[src/rtl/multicycle_control.sv]
// Main control FSM of the multi-cycle RISC-V core: fetch/decode/execute/mem/writeback
// sequencing, memory request handshakes with a wait-state timeout, and a retire counter.
module multicycle_control #(
    parameter int TIMEOUT = 16,
    parameter int CNT_W   = 32
) (
    input  logic             i_clk,
    input  logic             i_rst,
    input  logic [3:0]       i_alu_op,
    input  logic             i_we,
    input  logic             i_branch_taken,
    input  logic             i_imem_ready,
    input  logic             i_dmem_ready,
    output logic             o_imem_req,
    output logic             o_dmem_req,
    output logic             o_dmem_we,
    output logic             o_ir_write,
    output logic             o_pc_write,
    output logic [1:0]       o_pc_src,
    output logic             o_rf_we,
    output logic [1:0]       o_wb_sel,
    output logic [2:0]       o_state,
    output logic             o_illegal,
    output logic             o_bus_error,
    output logic [CNT_W-1:0] o_instr_count
);

    // Handshake protocol: a request stays high until its ready is seen high in the
    // same cycle; ready while the matching request is low has no effect.

    typedef enum logic [2:0] {
        S_IDLE    = 3'd0,
        S_FETCH   = 3'd1,
        S_DECODE  = 3'd2,
        S_EXECUTE = 3'd3,
        S_MEM     = 3'd4,
        S_WB      = 3'd5,
        S_HALT    = 3'd6
    } state_t;

    localparam logic [3:0] OP_LOAD    = 4'h2;
    localparam logic [3:0] OP_STORE   = 4'h3;
    localparam logic [3:0] OP_JUMP    = 4'h5;
    localparam logic [3:0] OP_BRANCH  = 4'h8;
    localparam logic [3:0] OP_ILLEGAL = 4'hF;

    // The counter only ever holds 0..TIMEOUT-1: the cycle it would reach TIMEOUT
    // is the cycle the FSM leaves for HALT.
    localparam int               WAIT_W    = (TIMEOUT > 1) ? $clog2(TIMEOUT) : 1;
    localparam logic [WAIT_W-1:0] WAIT_LAST = WAIT_W'((TIMEOUT > 0) ? TIMEOUT - 1 : 0);
    localparam bit               TO_EN     = (TIMEOUT > 0);

    state_t             r_state;
    state_t             w_next_state;
    logic [3:0]         r_class;
    logic               r_we;
    logic [WAIT_W-1:0]  r_wait_cnt;
    logic               r_illegal;
    logic               r_bus_error;
    logic [CNT_W-1:0]   r_instr_count;

    logic               w_timeout;
    logic               w_wait_clear;
    logic               w_wait_inc;
    logic               w_set_illegal;
    logic               w_set_bus_error;
    logic               w_capture_class;
    logic               w_imem_req;
    logic               w_dmem_req;
    logic               w_dmem_we;
    logic               w_ir_write;
    logic               w_pc_write;
    logic [1:0]         w_pc_src;
    logic               w_rf_we;
    logic [1:0]         w_wb_sel;

    assign w_timeout = TO_EN && (r_wait_cnt == WAIT_LAST);

    always_ff @(posedge i_clk or posedge i_rst) begin
        if (i_rst) begin
            r_state <= S_IDLE;
        end else begin
            r_state <= w_next_state;
        end
    end

    always_comb begin
        w_next_state    = r_state;
        w_wait_clear    = 1'b0;
        w_wait_inc      = 1'b0;
        w_set_illegal   = 1'b0;
        w_set_bus_error = 1'b0;
        w_capture_class = 1'b0;
        w_imem_req      = 1'b0;
        w_dmem_req      = 1'b0;
        w_dmem_we       = 1'b0;
        w_ir_write      = 1'b0;
        w_pc_write      = 1'b0;
        w_pc_src        = 2'b00;
        w_rf_we         = 1'b0;
        w_wb_sel        = 2'b00;

        case (r_state)
            S_IDLE: begin
                w_next_state = S_FETCH;
                w_wait_clear = 1'b1;
            end

            S_FETCH: begin
                w_imem_req = 1'b1;
                if (i_imem_ready) begin
                    w_ir_write   = 1'b1;
                    w_next_state = S_DECODE;
                end else if (w_timeout) begin
                    w_set_bus_error = 1'b1;
                    w_next_state    = S_HALT;
                end else begin
                    w_wait_inc = 1'b1;
                end
            end

            S_DECODE: begin
                w_capture_class = 1'b1;
                if (i_alu_op == OP_ILLEGAL) begin
                    w_set_illegal = 1'b1;
                    w_next_state  = S_HALT;
                end else begin
                    w_next_state = S_EXECUTE;
                end
            end

            S_EXECUTE: begin
                if ((r_class == OP_LOAD) || (r_class == OP_STORE)) begin
                    w_wait_clear = 1'b1;
                    w_next_state = S_MEM;
                end else if (r_class == OP_BRANCH) begin
                    w_pc_write   = 1'b1;
                    w_pc_src     = {1'b0, i_branch_taken};
                    w_wait_clear = 1'b1;
                    w_next_state = S_FETCH;
                end else begin
                    w_next_state = S_WB;
                end
            end

            S_MEM: begin
                w_dmem_req = 1'b1;
                w_dmem_we  = (r_class == OP_STORE);
                if (i_dmem_ready) begin
                    if (r_class == OP_STORE) begin
                        w_pc_write   = 1'b1;
                        w_wait_clear = 1'b1;
                        w_next_state = S_FETCH;
                    end else begin
                        w_next_state = S_WB;
                    end
                end else if (w_timeout) begin
                    w_set_bus_error = 1'b1;
                    w_next_state    = S_HALT;
                end else begin
                    w_wait_inc = 1'b1;
                end
            end

            S_WB: begin
                w_rf_we      = r_we;
                w_pc_write   = 1'b1;
                w_wait_clear = 1'b1;
                w_next_state = S_FETCH;
                if (r_class == OP_LOAD) begin
                    w_wb_sel = 2'b01;
                end else if (r_class == OP_JUMP) begin
                    w_wb_sel = 2'b10;
                    w_pc_src = 2'b01;
                end
            end

            S_HALT: begin
                w_next_state = S_HALT;
            end

            default: begin
                w_next_state = S_IDLE;
            end
        endcase
    end

    // Class and write request are latched leaving DECODE so later states ignore
    // whatever the decoder shows after the IR moves on.
    always_ff @(posedge i_clk or posedge i_rst) begin
        if (i_rst) begin
            r_class <= 4'h0;
            r_we    <= 1'b0;
        end else if (w_capture_class) begin
            r_class <= i_alu_op;
            r_we    <= i_we;
        end
    end

    always_ff @(posedge i_clk or posedge i_rst) begin
        if (i_rst) begin
            r_wait_cnt <= '0;
        end else if (w_wait_clear) begin
            r_wait_cnt <= '0;
        end else if (w_wait_inc) begin
            r_wait_cnt <= r_wait_cnt + WAIT_W'(1);
        end
    end

    always_ff @(posedge i_clk or posedge i_rst) begin
        if (i_rst) begin
            r_illegal   <= 1'b0;
            r_bus_error <= 1'b0;
        end else begin
            if (w_set_illegal) begin
                r_illegal <= 1'b1;
            end
            if (w_set_bus_error) begin
                r_bus_error <= 1'b1;
            end
        end
    end

    // Every retiring path updates the PC exactly once, so the PC strobe is the retire event.
    always_ff @(posedge i_clk or posedge i_rst) begin
        if (i_rst) begin
            r_instr_count <= '0;
        end else if (w_pc_write) begin
            r_instr_count <= r_instr_count + CNT_W'(1);
        end
    end

    assign o_imem_req    = w_imem_req;
    assign o_dmem_req    = w_dmem_req;
    assign o_dmem_we     = w_dmem_we;
    assign o_ir_write    = w_ir_write;
    assign o_pc_write    = w_pc_write;
    assign o_pc_src      = w_pc_src;
    assign o_rf_we       = w_rf_we;
    assign o_wb_sel      = w_wb_sel;
    assign o_state       = r_state;
    assign o_illegal     = r_illegal;
    assign o_bus_error   = r_bus_error;
    assign o_instr_count = r_instr_count;

endmodule

[config.mk]
export PLATFORM = sky130hd
export DESIGN_NAME = multicycle_control
export DESIGN_NICKNAME = d
export VERILOG_FILES = /design/src/rtl/multicycle_control.sv
export SDC_FILE = /design/constraint.sdc
export NUM_CORES = 1
export LEC_CHECK = 0
export ABC_AREA = 1
export BUFFER_PORTS_ARGS = -buffer_cell sky130_fd_sc_hd__buf_2
export CAP_MARGIN = 20
export CORE_UTILIZATION = 55
export CTS_CLUSTER_SIZE = 10
export DETAILED_ROUTE_END_ITERATION = 16
export GPL_ROUTABILITY_DRIVEN = 1
export MAX_ROUTING_LAYER = met4
export PLACE_DENSITY = 0.89
export SYNTH_ARGS = -nofsm -noshare
export SYNTH_HDL_FRONTEND = slang
export SYNTH_SLANG_ARGS = --single-unit
export TNS_END_PERCENT = 50
[constraint.sdc]
create_clock -name i_clk -period 1.69 [get_ports i_clk]
set_input_delay 0.338 -clock i_clk [delete_from_list [all_inputs] [get_ports i_clk]]
set_output_delay 0.338 -clock i_clk [all_outputs]
set_load 0.02 [all_outputs]
==> metrics.cfg <==
[synth]
synthDistinctLibCells=25
ys_top_cells_by_count=nand2_1 (144), nor2_1 (49), dfrtp_1 (46)
ys_seq_elements=46
ys.flop_type=dfrtp_1
syn_area_per_cell_um2=6.99
yosysWarnings=0
syn_area_mm2=0.00280
yosysMostFrequentCell=nand2_1
postSynthCellCount=400
synth_edf_count=0
synth_top_area_share=0.412
yosysSeqAreaShare=0.412
synthTopCellsByArea=dfrtp_1 (41%), nand2_1 (19%), nor2_1 (6.6%)
ys_async_sr_fraction=1.00
synth_top_cell_by_area=dfrtp_1
synth_nets=412

[drt]
antenna_left=0
drtIter0Drc=381
vias=3191
dr.pass1.iters=5
avgRoutedWirePerCell_um=16.0
drt_wl_total_mm=8.77
remaining_drc_errors=0
viasPerCell=5.82

[final_layout]
nNetsFinal=492
syn2layout_area_growth_pct=28.0
final_layout_size_suffix_gt1_frac=0.256
antennaDiodeCount=0

[status]
status=finished with violations
failed_checks=negative setup slack

[die]
io_pins=57
dieArea_mm2=0.00537
rows=25
coreArea_mm2=0.00482
start_util=0.581
fp.dieW_um=73.3
die_h_um=73.3

[placement]
dp_hpwl_mm=5.07
globalplace.congestion=0.929
port-buffer-count=55
pre_cts_slack_ns=-0.0455

[sta]
min_period_ns=1.84
max_slew_margin=0.624
report.final.hold_viol_count=0
rsz0062_at_grt=yes
fin_crit_sh=1.09
worst_pin_slew_ns=0.564
setup_ws_ns=-0.147
slew_viol_final=0
max_freq_mhz=544
report.final.setup_viol=7
tns_ns=-0.526
clock_skew_ns=0.00677

[worst_setup_path]
critPathCapture=o_pc_src[0]
rr_endpoint=o_instr_count[8]$_DFFE_PP0P_
crit_required_ns=1.35
worstPathCellList=nor2_1 -> nand2_1 -> nand2_1 -> o22ai_4 -> buf_6
end_kind=primary output
rr_worst_depth=6
r2r_start=r_class[2]$_DFFE_PP0P_
crit_start=r_class[2]$_DFFE_PP0P_
worst-r2r-setup-slack_ns=-0.08
arrival_ns=1.50
startpoint_type=flip-flop
cp_slowest_cell=dfrtp_1
crit_path_max_incr_delay_ns=0.44
cp_common_cell=nand2_1
worst-path-max-fanout=5
critPathKind=reg -> out

[power_and_ir_drop]
p_leak_nw=1.75
ir_worst_vdd_uv=581
pwr-share-comb=0.461
switching_share=0.428
p_clk_frac=0.174
power_switching_w=0.00177
powerDensity_mw_per_mm2=1150
p_int_w=0.00236
pwr-share-seq=0.365

[clock_tree]
clk_latency_ns=0.30
cts.clk_slew.worst_paths_ns=0.09
cts.sinks=46
h-tree-depth=2
cts_tree=done
root_buffer=clkbuf_8
numCtsBuffers=5
cts.hold.buffers_added=0
clk_path_buf_depth=2

[global_route]
grt_overflow_total=0
grt_pass1_vias=2805
antenna_found_initial=0
grt_max_degree=43
grt.total_usage=0.296
grt_pass1_wl_mm=12.0

[hold_path]
hold_class=in -> async

[run]
maxCapViolations=0

==> worst min path at each step <==
| stage | cells after the start | startpoint | to | slack, ns |
|---|---|---|---|---|
| after floorplan | 2 | i_alu_op[0] | r_class[0]$_DFFE_PP0P_ | 0.45 |
| after global placement | 2 | i_rst | r_wait_cnt[0]$_DFFE_PP0P_ | 0.36 |
| after detailed placement | 2 | i_rst | r_wait_cnt[1]$_DFFE_PP0P_ | 0.36 |
| after CTS | 2 | i_rst | r_wait_cnt[1]$_DFFE_PP0P_ | 0.04 |
| after global routing | 2 | i_rst | r_wait_cnt[1]$_DFFE_PP0P_ | 0.04 |
| final | 2 | i_rst | o_instr_count[22]$_DFFE_PP0P_ | 0.02 |
==> registers in the layout (all words and copies together), names as in the netlist <==
signal,cells
o_bus_error,1
o_illegal,1
o_instr_count,32
o_state,3
r_class,4
r_wait_cnt,4
r_we,1
==> cell families after synthesis <==
kind of cell | after synthesis | synth area share
flops | 46 | 0.412
simple gates | 270 | 0.432
compound gates | 23 | 0.0425
xor+xnor | 4 | 0.0125
buf+inv | 54 | 0.0913
other cells | 1 | 0.00134
fa+ha+maj | 2 | 0.00895
==> layout by cell type, fill, tap and decap left out, drive strengths merged <==
| cell type | synthesis | final |
|---|---|---|
| buf | 8 | 79 |
| o21bai | 1 | 1 |
| nand3 | 27 | 27 |
| ha | 2 | 2 |
| xnor2 | 1 | 1 |
| inv | 46 | 46 |
| o21ai | 19 | 19 |
| nor3 | 8 | 8 |
| nor2 | 56 | 56 |
| conb | 1 | 1 |
| nand2 | 146 | 146 |
| nand4 | 23 | 23 |
| clkinv | 0 | 1 |
| clkbuf | 0 | 9 |
| xor2 | 3 | 3 |
| nand3b | 10 | 10 |
| a21oi | 2 | 2 |
| o22ai | 1 | 1 |
| dfrtp | 46 | 46 |
==> timing repair <==
item | 4_1_cts | 5_1_grt
setup endpoints to repair | 13 | 38
pin swaps | 8 | 5
buffers inserted | 7 | 7
gates cloned | 0 | 2
gates resized for setup | 24 | 27
==> routing by layer <==
layer,track usage,routed length (um),vias up
li1,-,-,1430
met1,0.366,3460,1534
met2,0.498,4340,193
met3,0.0480,682,34
met4,0.0962,291,0
met5,-,0,-
==> per-stage QoR <==
| stage | total power [W] | std cells | hold slack, ns | util | instance area (um^2) |
|---|---|---|---|---|---|
| finish | 0.00413 | 548 | 0.0221 | 0.743 | 3580 |
| global route | 0.00433 | 548 | 0.0381 | 0.743 | 3580 |
| CTS | 0.00368 | 539 | 0.0439 | 0.704 | 3390 |
| detailed placement | 0.00284 | 524 | 0.364 | 0.659 | 3180 |
| global placement | 0.00278 | 524 | 0.362 | 0.659 | 3180 |
| floorplan | 0.00246 | 400 | 0.455 | - | 2800 |
==> area by class of cell <==
type / count / area (um^2)
Multi-Input combinational cell: 300 / 1470
Inverter: 46 / 175
Clock buffer: 7 / 86.3
Sequential cell: 46 / 1160
Fill cell: 355 / 1240
Timing Repair Buffer: 81 / 598
Clock inverter: 1 / 5.00
Tap cell: 67 / 83.8
==> worst max-delay path: cells and delay by family (launching register included) <==
family,cells,cell delay [ns]
flip-flops,1,0.44
AO/OA/AOI/OAI,1,0.09
AND/OR/NAND/NOR,3,0.54
buffers and inverters,1,0.13
==> power by group through the flow <==
stage | Clock, W | Sequential [W] | Combinational, W
floorplan | 0 | 0.00157 | 0.000889
global placement | 0 | 0.00146 | 0.00132
detailed placement | 0 | 0.00149 | 0.00136
CTS | 0.000694 | 0.00147 | 0.00152
global route | 0.000760 | 0.00152 | 0.00205
finish | 0.000720 | 0.00150 | 0.00190
No activity file was read; power rests on OpenSTA's default activity.
